$ cat src/rtl/fifo_byte_serializer.sv
// ---------------------------------------------------------------------------
// fifo_byte_serializer
//
// Pops words from a synchronous move FIFO and emits each one as a framed byte
// stream on a valid/ready link. Each word is zero-extended to 32 bits and sent
// MSB first:
//   byte0 = {1'b1, w[30:24]}   (bit 7 marks start of frame)
//   byte1 = w[23:16], byte2 = w[15:8], byte3 = w[7:0]
// Frames run back to back: the next word is popped in the same cycle the last
// byte of the current frame is accepted, so no idle cycle separates frames.
//
// Optional build macro: FIFO_BYTE_SERIALIZER_CHECKSUM_EN
//   defined   : a 5th byte, the XOR of bytes 0..3, follows byte3.
//   undefined : 4-byte frames, no checksum logic.
//
// Ports:
//   clk          in   system clock, rising edge
//   rstp         in   asynchronous active-high reset
//   fifo_dout    in   FIFO head word, valid while fifo_emptyp=0
//   fifo_emptyp  in   FIFO empty flag
//   fifo_readp   out  combinational pop strobe, one cycle per word
//   byte_data    out  current output byte (registered)
//   byte_valid   out  byte_data valid (registered)
//   byte_ready   in   sink accepts the byte on an edge with valid && ready
//   busy         out  high while a frame is in flight
//   words_sent   out  count of completed frames, wraps silently
// ---------------------------------------------------------------------------
module fifo_byte_serializer #(
    parameter int WORD_W = 27,
    parameter int CNT_W  = 16
) (
    input  logic              clk,
    input  logic              rstp,
    input  logic [WORD_W-1:0] fifo_dout,
    input  logic              fifo_emptyp,
    output logic              fifo_readp,
    output logic [7:0]        byte_data,
    output logic              byte_valid,
    input  logic              byte_ready,
    output logic              busy,
    output logic [CNT_W-1:0]  words_sent
);

`ifdef FIFO_BYTE_SERIALIZER_CHECKSUM_EN
    localparam int NBYTES = 5;
`else
    localparam int NBYTES = 4;
`endif
    localparam logic [2:0] LAST_IDX = 3'(NBYTES - 1);

    typedef enum logic {
        ST_IDLE,
        ST_SEND
    } state_t;

    state_t           r_state;
    state_t           w_state_next;
    // Bit 31 of the zero-extended word never appears on the link, so only
    // 31 bits are held.
    logic [30:0]      r_word;
    logic [30:0]      w_word_next;
    logic [2:0]       r_idx;
    logic [2:0]       w_idx_next;
    logic [7:0]       r_byte;
    logic [7:0]       w_byte_next;
    logic             r_valid;
    logic             w_valid_next;
    logic [CNT_W-1:0] r_count;
    logic [CNT_W-1:0] w_count_next;
    logic             w_pop;

    logic [30:0]      w_head;
    logic [7:0]       w_head_b0;
    logic [7:0]       w_lane [4];
    logic [7:0]       w_following;

    assign w_head    = 31'(fifo_dout);
    assign w_head_b0 = {1'b1, w_head[30:24]};

    // Byte lanes of the word currently being sent, in transmit order.
    generate
        for (genvar gi = 0; gi < 4; gi++) begin : g_lane
            if (gi == 0) begin : g_marker
                assign w_lane[gi] = {1'b1, r_word[30:24]};
            end else begin : g_data
                assign w_lane[gi] = r_word[31-8*gi -: 8];
            end
        end
    endgenerate

`ifdef FIFO_BYTE_SERIALIZER_CHECKSUM_EN
    logic [7:0] w_csum;
    assign w_csum = w_lane[0] ^ w_lane[1] ^ w_lane[2] ^ w_lane[3];
`endif

    // Byte that follows the one at r_idx within the current frame.
    always_comb begin
        w_following = w_lane[0];
        case (r_idx)
            3'd0:    w_following = w_lane[1];
            3'd1:    w_following = w_lane[2];
            3'd2:    w_following = w_lane[3];
`ifdef FIFO_BYTE_SERIALIZER_CHECKSUM_EN
            3'd3:    w_following = w_csum;
`endif
            default: w_following = w_lane[0];
        endcase
    end

    always_comb begin
        w_state_next = r_state;
        w_word_next  = r_word;
        w_idx_next   = r_idx;
        w_byte_next  = r_byte;
        w_valid_next = r_valid;
        w_count_next = r_count;
        w_pop        = 1'b0;
        case (r_state)
            ST_IDLE: begin
                if (!fifo_emptyp) begin
                    w_pop        = 1'b1;
                    w_word_next  = w_head;
                    w_idx_next   = 3'd0;
                    w_byte_next  = w_head_b0;
                    w_valid_next = 1'b1;
                    w_state_next = ST_SEND;
                end
            end
            ST_SEND: begin
                // byte_valid is always high in this state.
                if (byte_ready) begin
                    if (r_idx == LAST_IDX) begin
                        w_count_next = r_count + 1'b1;
                        if (!fifo_emptyp) begin
                            // Chain straight into the next frame.
                            w_pop       = 1'b1;
                            w_word_next = w_head;
                            w_idx_next  = 3'd0;
                            w_byte_next = w_head_b0;
                        end else begin
                            w_idx_next   = 3'd0;
                            w_valid_next = 1'b0;
                            w_state_next = ST_IDLE;
                        end
                    end else begin
                        w_idx_next  = r_idx + 3'd1;
                        w_byte_next = w_following;
                    end
                end
            end
            default: begin
                w_state_next = ST_IDLE;
                w_valid_next = 1'b0;
                w_idx_next   = 3'd0;
            end
        endcase
    end

    always_ff @(posedge clk or posedge rstp) begin
        if (rstp) begin
            r_state <= ST_IDLE;
            r_word  <= '0;
            r_idx   <= 3'd0;
            r_byte  <= 8'h00;
            r_valid <= 1'b0;
            r_count <= '0;
        end else begin
            r_state <= w_state_next;
            r_word  <= w_word_next;
            r_idx   <= w_idx_next;
            r_byte  <= w_byte_next;
            r_valid <= w_valid_next;
            r_count <= w_count_next;
        end
    end

    // Gate the pop with reset so a word is never lost while held in reset.
    assign fifo_readp = w_pop && !rstp;
    assign byte_data  = r_byte;
    assign byte_valid = r_valid;
    assign busy       = (r_state == ST_SEND);
    assign words_sent = r_count;

endmodule

$ cat config.mk
export PLATFORM = sky130hd
export DESIGN_NAME = fifo_byte_serializer
export DESIGN_NICKNAME = d
export VERILOG_FILES = /design/src/rtl/fifo_byte_serializer.sv
export SDC_FILE = /design/constraint.sdc
export NUM_CORES = 1
export LEC_CHECK = 0
export ABC_CLOCK_PERIOD_IN_PS = 2450
export BUFFER_PORTS_ARGS = -buffer_cell sky130_fd_sc_hd__buf_2
export CORE_MARGIN = 2
export CORE_UTILIZATION = 45
export DETAILED_ROUTE_END_ITERATION = 8
export PLACE_DENSITY = 0.77
export SKIP_LAST_GASP = 1
export SYNTH_ARGS = -nofsm -noshare
export SYNTH_HDL_FRONTEND = slang
export SYNTH_SLANG_ARGS = --single-unit
$ cat constraint.sdc
create_clock -name clk -period 2.45 [get_ports clk]
set_input_delay 0 -clock clk [delete_from_list [all_inputs] [get_ports clk]]
set_output_delay 0 -clock clk [all_outputs]
set_load 0.02 [all_outputs]
== Yosys cells after proc, flatten, opt, wreduce, memory -nomap -nowiden ==
Cells that the tools add are included.

* Register bits: 60
* Input port bits: 31
* Output and inout bits: 27
* Logic and storage cells: 48

* $add $sub $neg: 2
* Equal/unequal tests: 7
* Mux-type cells: 25
* Bitwise gates (word level): 1
* Reductions and logical operators: 7

{| class="wikitable"
|+ Operators with widths
! cell !! number
|-
| 31-bit two-way mux || 3
|-
| 31-bit one-hot mux with 2 select lines || 1
|-
| 8-bit two-way mux || 3
|-
| 8-bit one-hot mux with 3 select lines || 1
|-
| 16-bit by 1-bit adder with 16-bit output, second input constant || 1
|-
| 8-bit one-hot mux with 2 select lines || 1
|-
| 1-bit two-way mux || 9
|-
| 3-bit two-way mux || 3
|-
| 3-bit by 2-bit equality test with 1-bit output, second input constant || 2
|-
| 2-bit != test, second input constant || 3
|-
| 1-bit one-hot mux with 2 select lines || 3
|-
| 3-bit one-hot mux with 2 select lines || 1
|-
| 2-bit AND reduction || 2
|-
| 4-bit AND reduction || 1
|-
| 3-bit by 1-bit adder with 3-bit output, second input constant || 1
|-
| 3-bit by 1-bit equality test with 1-bit output, second input constant || 1
|-
| 3-bit zero test || 1
|-
| 3-bit AND reduction || 1
|-
| 2-bit by 1-bit != test with 1-bit output, second input constant || 1
|-
| 1-bit logical AND || 1
|-
| 1-bit zero test || 1
|-
| 1-bit inverter || 1
|}

== Depth between registers and ports, before layout ==
* Depth in word-level cells: 5
* Mapped depth: 7
* Mapped depth without buffers: 6

== Worst setup path after synthesis ==
No wires, ideal clock.

* Path type: register to register
* From: register r_idx[0]
* To: register r_word[0]
* Library setup time: 0.125 ns
* Arrival time: 1.532 ns
* Data required time: 2.325 ns
* Path slack: 0.792 ns
* Cell stages (with the launch flop): 8
* Path buffers: 2
* Clock period less this slack: 1.658 ns
* Path through: dfrtp_1 > ha_1 > nand2_2 > o21ai_2 > and2_4 > buf_12 > buf_12 > mux2_4

* Longest elaborated chain between the ends: 3

{| class="wikitable"
|+ Ends and longest elaborated chain
! item !! line !! source
|-
| start: declaration || 62 || <nowiki>logic [2:0] r_idx;</nowiki>
|-
| start signal: assignment || 170 || <nowiki>r_idx <= w_idx_next;</nowiki>
|-
| 3-bit by 2-bit equality test with 1-bit output || 132 || <nowiki>if (r_idx == LAST_IDX) begin</nowiki>
|-
| 2-bit by 1-bit != test with 1-bit output (no source line) || - ||
|-
| 2-bit AND reduction (no source line) || - ||
|-
| end signal: assignment || 169 || <nowiki>r_word <= w_word_next;</nowiki>
|-
| end: declaration || 60 || <nowiki>logic [30:0] r_word;</nowiki>
|}

No other way between the ends.
A chain may end at the register's enable or synchronous reset.

== Final worst setup path ==
* From: register r_idx[0]
* To: register r_word[21]

The elaborated chain is that of the path after synthesis.

==> impl_metrics.csv <==
group,metric,value,unit
floorplan,fp.dieW,80.3,um
clock_network,cts_made_buffers,5,
clock_network,cts_hold_buf,29,
route,totalWireLength,5.32,mm
sta,finalHoldViolations,0,
synth,yosysTopAreaCell,"dfrtp_1",
floorplan,ios,58,
global_route,grt_max_degree,31,
floorplan,initial_core_util,0.470,
clock_network,cts_root_buf,"clkbuf_8",
synth,async_flop_share,1.00,
power,power_density,981,nW/um^2
finish,insertedDiodeCount,0,
synth,synth_area_per_cell,13.2,um^2
synth,ys_warn_count,0,
synth,synth_cell_types,40,
finish,fin_nets,322,
finish,syn_to_final_growth,26.1,%
clock_network,cts_tree,"yes",
worst_setup_path,worstPathArrival,2100,ps
worst_setup_path,cpPeakStageDelay,440,ps
synth,synth-seq-cells,56,
route,vias_per_cell,5.06,
floorplan,coreArea,5570,um^2
route,wl_per_cell,14.8,um
placement,place.gp.congestion,0.758,
route,drt_iter0_drc,141,
route,drc,0,
route,drt-pass1-iter-count,4,
worst_setup_path,critPathMaxFanout,24,
floorplan,rows,27,
global_route,globalRoute.totalOverflow,0,
floorplan,die_h,80.3,um
worst_setup_path,cp-start-kind,"register",
sta,slew_headroom,0.595,
power,leakagePower,1.59,nW
clock_network,worstSkewPairLatency,310,ps
worst_setup_path,crit_required,2650,ps
global_route,grt_pass1_wl,8.92,mm
clock_network,post_cts_buffers,0,
global_route,gr-usage-all-layers,0.181,
synth,synth_top_area_frac,0.535,
worst_setup_path,crit_path_end_kind,"register",
worst_setup_path,cp_cell_sequence,"ha_1 -> nand2_2 -> o21ai_2 -> and2_4 -> mux2_2",
placement,port_buffers,57,
clock_network,path_clk_slew,90,ps
synth,yosysSeqAreaShare,0.535,
finish,post-route-util,0.593,
route,dr_total_vias,1817,
global_route,grt_pass1_vias,1889,
sta,finalCritPeriodShare,0.773,
clock_network,cts.sink_count,56,
status,outcome,"complete, no violations",
route,ant_nets,0,
synth,syn_nets,235,
sta,drv_slew,0,
clock_network,htree_levels,2,
worst_setup_path,worstRegToRegCells,5,
clock_network,cts.path.max_buffers,2,
sta,tightestPinTransition,607,ps
synth,synth_area_leaders,"dfrtp_1 (53%), mux2_4 (11%), xnor2_1 (3.7%)",
synth,syn_inst,199,
clock_network,cts_resized,0,
sta,finalSetupViolations,0,
flow_run,cap_violations,0,
worst_setup_path,critPathSlowestCell,"and2_4",
sta,min_period,1890,ps
placement,hpwlAfterDp,3.75,mm
worst_hold_path,hp-class,"in -> reg",
sta,max_freq,528,MHz
synth,synth.cell_area,2620,um^2
finish,drive_above_1_share,0.366,
power,peakVddDrop,0.000498,V
sta,finalSetupTns,0,ps
synth,ys.flop_type,"dfrtp_1",
worst_setup_path,path_class,"reg -> reg",
sta,clock_skew,1.44,ps
sta,rsz0062_at_grt,"no",
global_route,antenna_found_initial,0,
synth,synth_enable_flop_cells,0,
worst_hold_path,hold_path_depth,2,
floorplan,die-area,6450,um^2
-- synthesized netlist by cell type (2+ instances only) --
master and n:
clkbuf_1 3, nor2_4 2, nand2_1 17, o221a_2 3, a21oi_1 5, o2111ai_1 3
nand4_1 4, dfrtp_1 56, mux2_4 20, o21ai_0 5, xor2_1 4, a22oi_1 4
buf_12 3, nor3_1 3, nand3_1 5, and3_1 2, o2bb2ai_1 4, mux2_2 7
a222oi_1 4, nor2_1 5, xnor2_1 11, ha_1 5, inv_1 7
-- critical path: cells and delay by family, from the launching register on --
family	cells	cell delay, ps
muxes	1	380
AOI/OAI and AO/OA	1	160
DFF	1	410
and+or+nand+nor	2	510
adders and majority gates	1	310
-- sequential cells by signal (all words and copies together), names as in the netlist --
register,flops
byte_valid,1
words_sent,16
busy,1
r_word,27
r_idx,3
byte_data,8
-- routing by layer --
metal | up-vias | routed length, um | track usage | share of wire
met4 | 0 | 58 | 0.0441 | 0.011
met5 | - | 0 | 0 | 0
li1 | 890 | - | - | -
met3 | 7 | 298 | 0.0573 | 0.056
met1 | 861 | 2410 | 0.237 | 0.45
met2 | 59 | 2550 | 0.293 | 0.48
-- power by group --
group          switching [W]  internal (W)  total [W]
combinational       0.000577      0.000660    0.00124
sequential          0.000240       0.00126    0.00150
clock               0.000282      0.000226   0.000508
total                0.00110       0.00214    0.00324
-- cell usage in the layout (no fill, tap or decap), types with 2 or more instances in the layout --
cell / instances
buf_2: 57
dfrtp_1: 56
dlygate4sd3_1: 29
mux2_4: 20
nand2_1: 17
xnor2_1: 11
mux2_2: 7
inv_1: 6
clkbuf_8: 6
nand3_1: 5
nor2_1: 5
a21oi_1: 5
o21ai_0: 5
ha_1: 5
nand4_1: 4
xor2_1: 4
a22oi_1: 4
a222oi_1: 4
o2bb2ai_1: 4
nor3_1: 3
o2111ai_1: 3
o221a_2: 3
and3_1: 2
nor2_4: 2
clkinv_2: 2
buf_4: 2
-- layout make-up --
type	instances	area (um^2)
Clock inverter	2	10.0
Inverter	7	26.3
Sequential cell	56	1400
Fill cell	468	2270
Tap cell	72	90.1
Timing Repair Buffer	88	591
Clock buffer	6	82.6
Multi-Input combinational cell	128	1100
-- metrics by stage --
| step | power (W) | setup WS (ps) | cells | cell area (um^2) | hold slack, ps |
|---|---|---|---|---|---|
| floorplan | 0.00242 | 792 | 199 | 2620 | 68.5 |
| global placement | 0.00266 | 620 | 322 | 2920 | 114 |
| detailed placement | 0.00272 | 567 | 322 | 2920 | 122 |
| CTS | 0.00327 | 548 | 359 | 3300 | 3.84 |
| global route | 0.00346 | 401 | 359 | 3300 | 24.1 |
| finish | 0.00324 | 555 | 359 | 3300 | 14.4 |
-- kinds of logic (layout without fill, tap and decap cells) --
kind of cell             count (synthesis)  after routing  share of synthesized area
AO/OA/AOI/OAI                           33             33                     0.0974
XOR/XNOR                                15             15                     0.0501
adder cells (fa/ha/maj)                  5              5                     0.0239
buffers and inverters                   15            103                     0.0444
flip-flops                              56             56                      0.535
multiplexers                            28             28                      0.148
AND/OR/NAND/NOR                         47             47                      0.101
-- final timing paths --
path	start	to	slack, ps
setup / recovery	r_idx[0]	r_word[21]	560
hold / removal	byte_ready	r_idx[2]	10
setup reg to reg	r_idx[0]	r_word[21]	560
hold reg to reg	words_sent[15]	words_sent[15]	480
max in group asynchronous	rstp	r_word[14]	1440
min in group asynchronous	rstp	words_sent[6]	310
Power figures use the tool's default switching activity.
